$ cat config.mk
export PLATFORM = sky130hd
export DESIGN_NAME = icache_refill_ctrl_flat
export DESIGN_NICKNAME = d
export VERILOG_FILES = /design/src/rtl/icache_refill_ctrl_if.sv /design/src/rtl/icache_refill_ctrl.sv /design/src/flat_wrapper.sv
export SDC_FILE = /design/constraint.sdc
export NUM_CORES = 1
export LEC_CHECK = 0
export CORE_ASPECT_RATIO = 0.9
export CORE_MARGIN = 5
export CORE_UTILIZATION = 45
export DETAILED_ROUTE_END_ITERATION = 7
export GPL_TIMING_DRIVEN = 0
export PLACE_DENSITY = 0.71
export SYNTH_ARGS = -nofsm -noshare
export SYNTH_HDL_FRONTEND = slang
export SYNTH_SLANG_ARGS = --single-unit
$ cat constraint.sdc
create_clock -name clk -period 2.05 [get_ports clk]
set_input_delay 0.41 -clock clk [delete_from_list [all_inputs] [get_ports clk]]
set_output_delay 0.41 -clock clk [all_outputs]
set_load 0.01 [all_outputs]
$ cat src/rtl/icache_refill_ctrl_if.sv
// Word-wide instruction memory read port (req/ack handshake) used by the I-cache refill sequencer.
interface icache_refill_ctrl_if;
    logic        mem_req;
    logic [31:0] mem_addr;
    logic        mem_ack;
    logic [31:0] mem_rdata;

    modport master (
        output mem_req,
        output mem_addr,
        input  mem_ack,
        input  mem_rdata
    );

    modport slave (
        input  mem_req,
        input  mem_addr,
        output mem_ack,
        output mem_rdata
    );
endinterface

$ cat src/rtl/icache_refill_ctrl.sv
// I-cache miss sequencer: fetches a 4-word line over mem req/ack and emits a one-cycle fill.
// Define REFILL_CWF_EN for critical-word-first beat order with crit_valid/crit_word.
module icache_refill_ctrl #(
    parameter int unsigned LINE_WORDS = 4,
    parameter int unsigned CNT_W      = 16
) (
    input  logic                     clk,
    input  logic                     rstn,
    input  logic                     miss_valid,
    input  logic [31:0]              miss_addr,
    input  logic                     flush,
    output logic                     stall,
    output logic                     fill_valid,
    output logic [31:0]              fill_addr,
    output logic [LINE_WORDS*32-1:0] fill_line,
    output logic                     crit_valid,
    output logic [31:0]              crit_word,
    icache_refill_ctrl_if.master     mem,
    output logic [CNT_W-1:0]         miss_count
);

    localparam int unsigned BEAT_W  = $clog2(LINE_WORDS);
    localparam int unsigned LADDR_W = 28;

    typedef enum logic [1:0] {
        IDLE = 2'd0,
        REQ  = 2'd1,
        FILL = 2'd2
    } state_t;

    state_t                      state;
    logic [LADDR_W-1:0]          line_addr;
    logic [BEAT_W-1:0]           beat;
    logic [BEAT_W-1:0]           ack_cnt;
    logic [BEAT_W-1:0]           start_beat;
    logic [BEAT_W-1:0]           beat_inc;
    logic [LINE_WORDS-1:0][31:0] line_buf;
    logic [LINE_WORDS-1:0][31:0] buf_nxt;
    logic                        miss_take;
    logic                        last_ack;
    logic                        unused_addr;

    assign miss_take   = miss_valid & ~flush;
    // Fetch must freeze in the miss cycle itself, before the FSM has moved.
    assign stall       = (state != IDLE) | miss_take;
    assign beat_inc    = beat + BEAT_W'(1);
    assign last_ack    = (ack_cnt == BEAT_W'(LINE_WORDS - 1));
    assign unused_addr = ^miss_addr[3:0];

`ifdef REFILL_CWF_EN
    assign start_beat = BEAT_W'(miss_addr[3:2]);
`else
    assign start_beat = '0;
`endif

    // Line buffer with the current beat's data merged in, so the last word lands in the fill directly.
    always_comb begin
        buf_nxt       = line_buf;
        buf_nxt[beat] = mem.mem_rdata;
    end

    always_ff @(posedge clk or negedge rstn) begin
        if (!rstn) begin
            state        <= IDLE;
            line_addr    <= '0;
            beat         <= '0;
            ack_cnt      <= '0;
            line_buf     <= '0;
            fill_valid   <= 1'b0;
            fill_addr    <= '0;
            fill_line    <= '0;
            crit_valid   <= 1'b0;
            crit_word    <= '0;
            mem.mem_req  <= 1'b0;
            mem.mem_addr <= '0;
            miss_count   <= '0;
        end else begin
            fill_valid <= 1'b0;
            crit_valid <= 1'b0;
            case (state)
                IDLE: begin
                    if (miss_take) begin
                        state        <= REQ;
                        line_addr    <= miss_addr[31:4];
                        beat         <= start_beat;
                        ack_cnt      <= '0;
                        mem.mem_req  <= 1'b1;
                        mem.mem_addr <= {miss_addr[31:4], start_beat, 2'b00};
                        if (miss_count != '1) begin
                            miss_count <= miss_count + CNT_W'(1);
                        end
                    end
                end
                REQ: begin
                    // Flush wins over a same-cycle ack: the beat is consumed but never exposed.
                    if (flush) begin
                        state       <= IDLE;
                        mem.mem_req <= 1'b0;
                    end else if (mem.mem_ack) begin
                        line_buf     <= buf_nxt;
                        beat         <= beat_inc;
                        ack_cnt      <= ack_cnt + BEAT_W'(1);
                        mem.mem_addr <= {line_addr, beat_inc, 2'b00};
`ifdef REFILL_CWF_EN
                        if (ack_cnt == '0) begin
                            crit_valid <= 1'b1;
                            crit_word  <= mem.mem_rdata;
                        end
`endif
                        if (last_ack) begin
                            state       <= FILL;
                            mem.mem_req <= 1'b0;
                            fill_valid  <= 1'b1;
                            fill_line   <= buf_nxt;
                            fill_addr   <= {line_addr, 4'b0000};
                        end
                    end
                end
                FILL: begin
                    state <= IDLE;
                end
                default: begin
                    state <= IDLE;
                end
            endcase
        end
    end

endmodule
$ cat src/flat_wrapper.sv
// flat-port wrapper written by rule: the top's interface ports become plain ports
module icache_refill_ctrl_flat 
#(
    parameter int unsigned LINE_WORDS = 4,
    parameter int unsigned CNT_W      = 16
)
  (clk, rstn, miss_valid, miss_addr, flush, stall, fill_valid, fill_addr, fill_line, crit_valid, crit_word, miss_count, mem_mem_req, mem_mem_addr, mem_mem_ack, mem_mem_rdata);
  icache_refill_ctrl_if mem_i ();
  input  logic clk;
  input  logic rstn;
  input  logic miss_valid;
  input  logic [31:0] miss_addr;
  input  logic flush;
  output logic stall;
  output logic fill_valid;
  output logic [31:0] fill_addr;
  output logic [LINE_WORDS*32-1:0] fill_line;
  output logic crit_valid;
  output logic [31:0] crit_word;
  output logic [CNT_W-1:0] miss_count;
  output wire logic [$bits(mem_i.mem_req)-1:0] mem_mem_req;
  output wire logic [$bits(mem_i.mem_addr)-1:0] mem_mem_addr;
  input wire logic [$bits(mem_i.mem_ack)-1:0] mem_mem_ack;
  input wire logic [$bits(mem_i.mem_rdata)-1:0] mem_mem_rdata;
  assign mem_mem_req = mem_i.mem_req;
  assign mem_mem_addr = mem_i.mem_addr;
  assign mem_i.mem_ack = mem_mem_ack;
  assign mem_i.mem_rdata = mem_mem_rdata;
  icache_refill_ctrl #(.LINE_WORDS(LINE_WORDS), .CNT_W(CNT_W)) u_core (.clk(clk), .rstn(rstn), .miss_valid(miss_valid), .miss_addr(miss_addr), .flush(flush), .stall(stall), .fill_valid(fill_valid), .fill_addr(fill_addr), .fill_line(fill_line), .crit_valid(crit_valid), .crit_word(crit_word), .mem(mem_i), .miss_count(miss_count));
endmodule
# Yosys cells after proc, flatten, opt, wreduce, memory -nomap -nowiden
# Index checks and enable logic that the tools add are counted.
# word_totals
regBits	368
inputBits	69
output_inout_bits	244
elab_cells	69
# op_classes
add_sub_neg	3
n_lt_le_gt_ge	2
eq_ne	8
n_mux	28
n_bitwise	3
n_reduce_logical	11
# ops
operator	n
128-bit bitwise mux	1
32-bit two-way mux	4
32-bit demux with 2-bit select	1
32-bit one-hot mux with 2 select lines	1
2-bit two-way mux	9
16-bit by 1-bit adder with 16-bit output, second input constant	1
16-bit != test, second input constant	1
2-bit one-hot mux with 2 select lines	3
4-bit AND reduction	3
3-bit AND reduction	3
1-bit two-way mux	8
2-bit by 1-bit adder with 2-bit output, second input constant	2
2-bit != test, second input constant	2
2-bit nonzero test	2
2-bit by 3-bit less-than comparator with 1-bit output, second input constant	1
3-bit by 2-bit != test with 1-bit output, second input constant	1
3-bit != test, second input constant	1
2-bit by 1-bit == test with 1-bit output, second input constant	1
2-bit == test, second input constant	1
2-bit by 1-bit >= comparator with 1-bit output, second input constant	1
2-bit zero test	1
2-bit by 1-bit != test with 1-bit output, second input constant	1
1-bit one-hot mux with 2 select lines	1
2-bit AND reduction	1
other kinds (4)	4

# Logic depth before layout (Yosys ltp)
# depth
ltp_word	5
depth_mapped	7
depth_no_buf	5

# Worst setup path after synthesis
# No wires, ideal clock.
# synth_timing
path_kind	input to register
start	input port flush
end	register u_core.miss_count[15]
setup_ps	125
t_arrival_ps	1931
t_required_ps	1925
setup_slack_ps	-6
stages	6
path_buffers	2
path_cell_list	buf_6 or4b_4 buf_6 nor4_1 nand4_1 mux2_2
# synth_via
elab_chain_cells	3
# synth_lines
item	line_no	rtl
start, declared	flat_wrapper.sv:13	input logic flush;
1-bit inverter (no source line)	n/a	
1-bit bitwise AND	icache_refill_ctrl.sv:43	assign miss_take = miss_valid & ~flush;
3-bit AND reduction (no source line)	n/a	
end signal, assigned	icache_refill_ctrl.sv:90	miss_count <= miss_count + CNT_W'(1);
end, declared	icache_refill_ctrl.sv:19	output logic [CNT_W-1:0] miss_count
# Every way passes these cells.
# A chain may end at the register's enable or synchronous reset.

# Worst setup path after layout
# layout_timing
start	register u_core.beat[0]
end	register u_core.line_buf[24] (netlist bit)
# layout_via
elab_chain_cells	5
word_cells_on_any_way	6
cone_classes	2 x order compare; 3 x mux; 1 x reduce/logical
# layout_lines
item	line_no	rtl
start, declared	icache_refill_ctrl.sv:33	logic [BEAT_W-1:0] beat;
start signal, assigned	icache_refill_ctrl.sv:85	beat <= start_beat;
start signal, assigned	icache_refill_ctrl.sv:101	beat <= beat_inc;
2-bit by 3-bit less-than comparator with 1-bit output (not written as such) / 2-bit by 1-bit >= comparator with 1-bit output (equally long branches)	icache_refill_ctrl.sv:59	buf_nxt[beat] = mem.mem_rdata;
1-bit logical AND (not written as such)	icache_refill_ctrl.sv:59	
32-bit two-way mux (not written as such)	icache_refill_ctrl.sv:59	
32-bit demux with 2-bit select (*)	n/a	
128-bit bitwise mux (*)	icache_refill_ctrl.sv:59	
end signal, assigned	icache_refill_ctrl.sv:100	line_buf <= buf_nxt;
end, declared	icache_refill_ctrl.sv:37	logic [LINE_WORDS-1:0][31:0] line_buf;
# Mark *: on every way between the ends. The rest lies on a longest branch, timed or not.

==> impl_metrics.tcl <==
set metrics [dict create \
    start_kind "flop" \
    core_region_area_mm2 0.0338 \
    async_flop_share 1.00 \
    overflow 0 \
    grt_max_degree 126 \
    synth_seq_cells 364 \
    ys_warn_count 32 \
    numCtsBuffers 39 \
    slew_viol_final 0 \
    drive_gt1_frac 0.206 \
    tightest_slew_ps 643 \
    path_class "reg -> reg" \
    slowest_stage "dfrtp_1" \
    cp_cell_sequence "inv_1 > ha_1 > clkbuf_1 > nand2_1 > buf_2 > mux2_2" \
    ys_seq_area_frac 0.594 \
    synth_cell_types 33 \
    cts_root_buf "clkbuf_16" \
    grt_pass1_wl_um 63100 \
    fin_hold_ws_ps 130 \
    insertion_delay_ps 520 \
    synth_area_mm2 0.0153 \
    drt_iter0_markers 451 \
    finalSetupViolCount 0 \
    synth_edf_count 0 \
    path_clk_slew_ps 60 \
    postSynthCellCount 1282 \
    outcome "complete, no violations" \
    critPathTopFamily "buffers and inverters" \
    hold_path_class "in -> reg" \
    r2r_cells 6 \
    htree_levels 2 \
    die_h_um 185 \
    area_growth_syn_to_layout_pct 33.4 \
    regArea_mm2 0.00911 \
    rows 64 \
    vias 10700 \
    nFillCells 2758 \
    crit_buf_inv 3 \
    maxSlewHeadroom 0.572 \
    fin_crit_ps 2020 \
    worstPathArrival_ps 2410 \
    die_w_um 205 \
    antenna_found_initial 3 \
    drt-total-wl_um 40700 \
    ant_nets 0 \
    p_total_w 0.0238 \
    drcViolationCount 0 \
    rr_startpoint "u_core.beat[0]" \
    p_leak_nw 9.66 \
    reg2reg_slack_ps 30 \
    viasPerCell 5.04 \
    tritoncts "built" \
    dieArea_mm2 0.0378 \
    slowest_delay_ps 440 \
    grt.total_usage 0.211 \
    rsz0062_at_grt "true" \
    fin_crit_sh 0.984 \
    power_density_mw_per_mm2 1160 \
    grt_pass1_vias 11000 \
    cp.required_ps 2450 \
    hold_depth 2 \
    gp_congestion 0.810 \
    hold_start "flush" \
    final_net_count 1708 \
    ys.flop_type "dfrtp_1" \
    finClkSkew_ps 9.61 \
    crit_fanout 10 \
    drtPass1Iterations 5 \
    endpoint_kind "flop" \
    maxCapViolations 0 \
    r2r_end "u_core.line_buf[24]" \
    cts_num_sinks 364 \
    io_buffer_count 268 \
    multiInputGateArea_mm2 0.00583 \
    holdPathEnd "u_core.state[1]" \
    cts_max_path_buffers 3 \
    top_level_ports 313 \
    peakVddDrop_mv 0.546 \
    hold_viol 0 \
    initial_core_util 0.453 \
    dp_hpwl_um 28400 \
    avgSynthCellArea_um2 12.0 \
    wl_per_cell_um 19.1 \
    clock.fmax_ghz 0.496 \
]
## stage by stage
step                       util  cells  setup slack [ps]  setup TNS, ps  cell area [µm²]
final                     0.605   2126              32.6              0            20400
after global routing      0.605   2125             -47.6          -1110            20400
after CTS                 0.602   2124              2.43              0            20300
after detailed placement  0.557   2053             -1000        -297870            18800
after global placement    0.554   2050            -15290       -5842460            18700
after floorplan               -   1320             -5.78          -5.78            15500
## Yosys cell counts, types with 2 or more instances
| library cell | instances | area [µm²] |
|---|---|---|
| dfrtp_1 | 364 | 9110 |
| mux2_2 | 159 | 1790 |
| mux2i_1 | 156 | 1560 |
| nor2_1 | 135 | 507 |
| a21oi_1 | 131 | 656 |
| nand2_1 | 130 | 488 |
| clkbuf_1 | 58 | 218 |
| buf_4 | 39 | 293 |
| o21ai_0 | 35 | 175 |
| buf_1 | 17 | 63.8 |
| xor2_1 | 8 | 70.1 |
| ha_1 | 6 | 75.1 |
| nor3_1 | 5 | 25.0 |
| nand3_1 | 4 | 20.0 |
| nand4_1 | 4 | 25.0 |
| inv_1 | 3 | 11.3 |
| nor4b_1 | 3 | 26.3 |
| xnor2_1 | 3 | 26.3 |
| a31oi_1 | 2 | 12.5 |
| and4b_1 | 2 | 20.0 |
| buf_6 | 2 | 22.5 |
| nand2b_1 | 2 | 12.5 |
| nor2b_1 | 2 | 12.5 |
| nor3_2 | 2 | 20.0 |
| nor4_1 | 2 | 12.5 |
## cell usage in the layout, fill, tap and decap left out, types with 13 or more instances in the layout
cell             count
dfrtp_1            361
clkdlybuf4s50_1    265
mux2_2             159
mux2i_1            156
nor2_1             134
a21oi_1            131
nand2_1            130
buf_4               53
clkbuf_16           41
conb_1              39
o21ai_0             35
clkbuf_1            18
buf_2               15
clkbuf_4            13
## state kept, by name, summed over array words and instances (netlist names)
name and cells:
u_core.miss_count 16, u_core.line_buf 128, u_core.fill_valid 1, u_core.fill_addr 28
u_core.state 2, u_core.mem.mem_req 1, u_core.mem.mem_addr 29, u_core.ack_cnt 2
u_core.line_addr 28, u_core.beat 1, u_core.fill_line 128
## routing by layer
metal  GRT usage  wire length [µm]  up-vias
met4      0.0640               963        0
met1       0.293             18200     5357
met5           0                 0        -
met2       0.338             19300      265
met3      0.0432              2250       62
li1            -                 -     5035
## how the worst max path moves through the flow
stage / start / endpoint / slack, ps / cells after the start
floorplan: flush / u_core.miss_count[15] / -6 / 6
global placement: rstn / u_core.fill_line[78] / -15290 / 1
detailed placement: mem_mem_ack / u_core.line_buf[125] / -1000 / 5
CTS: u_core.beat[0] / u_core.line_buf[117] / 2 / 5
global route: u_core.beat[0] / u_core.line_buf[21] / -50 / 6
finish: u_core.beat[0] / u_core.line_buf[24] / 30 / 6
## power by group
part | leakage (nW) | internal [W] | switching, W | total, W
clock | 0.652 | 0.00434 | 0.00281 | 0.00715
sequential | 4.78 | 0.00916 | 0.00118 | 0.0103
combinational | 4.23 | 0.00353 | 0.00276 | 0.00628
total | 9.66 | 0.0170 | 0.00675 | 0.0238
## layout make-up
type,instances,area share
multi-input cells,837,0.285
diodes,4,0.000490
plain buffers,112,0.0382
flip-flops and latches,364,0.446
clock inverters,11,0.00636
well taps,462,0.0283
clock buffers,57,0.0575
repair buffers,276,0.138
inverters,3,0.000551
## kinds of logic after synthesis
| group | Yosys count | synth area share |
|---|---|---|
| other | 1 | 0.000245 |
| buffers and inverters | 119 | 0.0397 |
| multiplexers | 315 | 0.219 |
| AND/OR/NAND/NOR | 297 | 0.0800 |
| AO/OA/AOI/OAI | 169 | 0.0556 |
| adder cells (fa/ha/maj) | 6 | 0.00490 |
| XOR/XNOR | 11 | 0.00629 |
| flip-flops | 364 | 0.594 |
## repair_timing
action,in CTS,in global routing
hold buffers,1,0
setup buffers,2,2
pin swaps,1,5
gates resized for setup,89,66
endpoints found under the hold margin,75,0
endpoints found under the setup margin,356,289
Power figures use the tool's default switching activity.
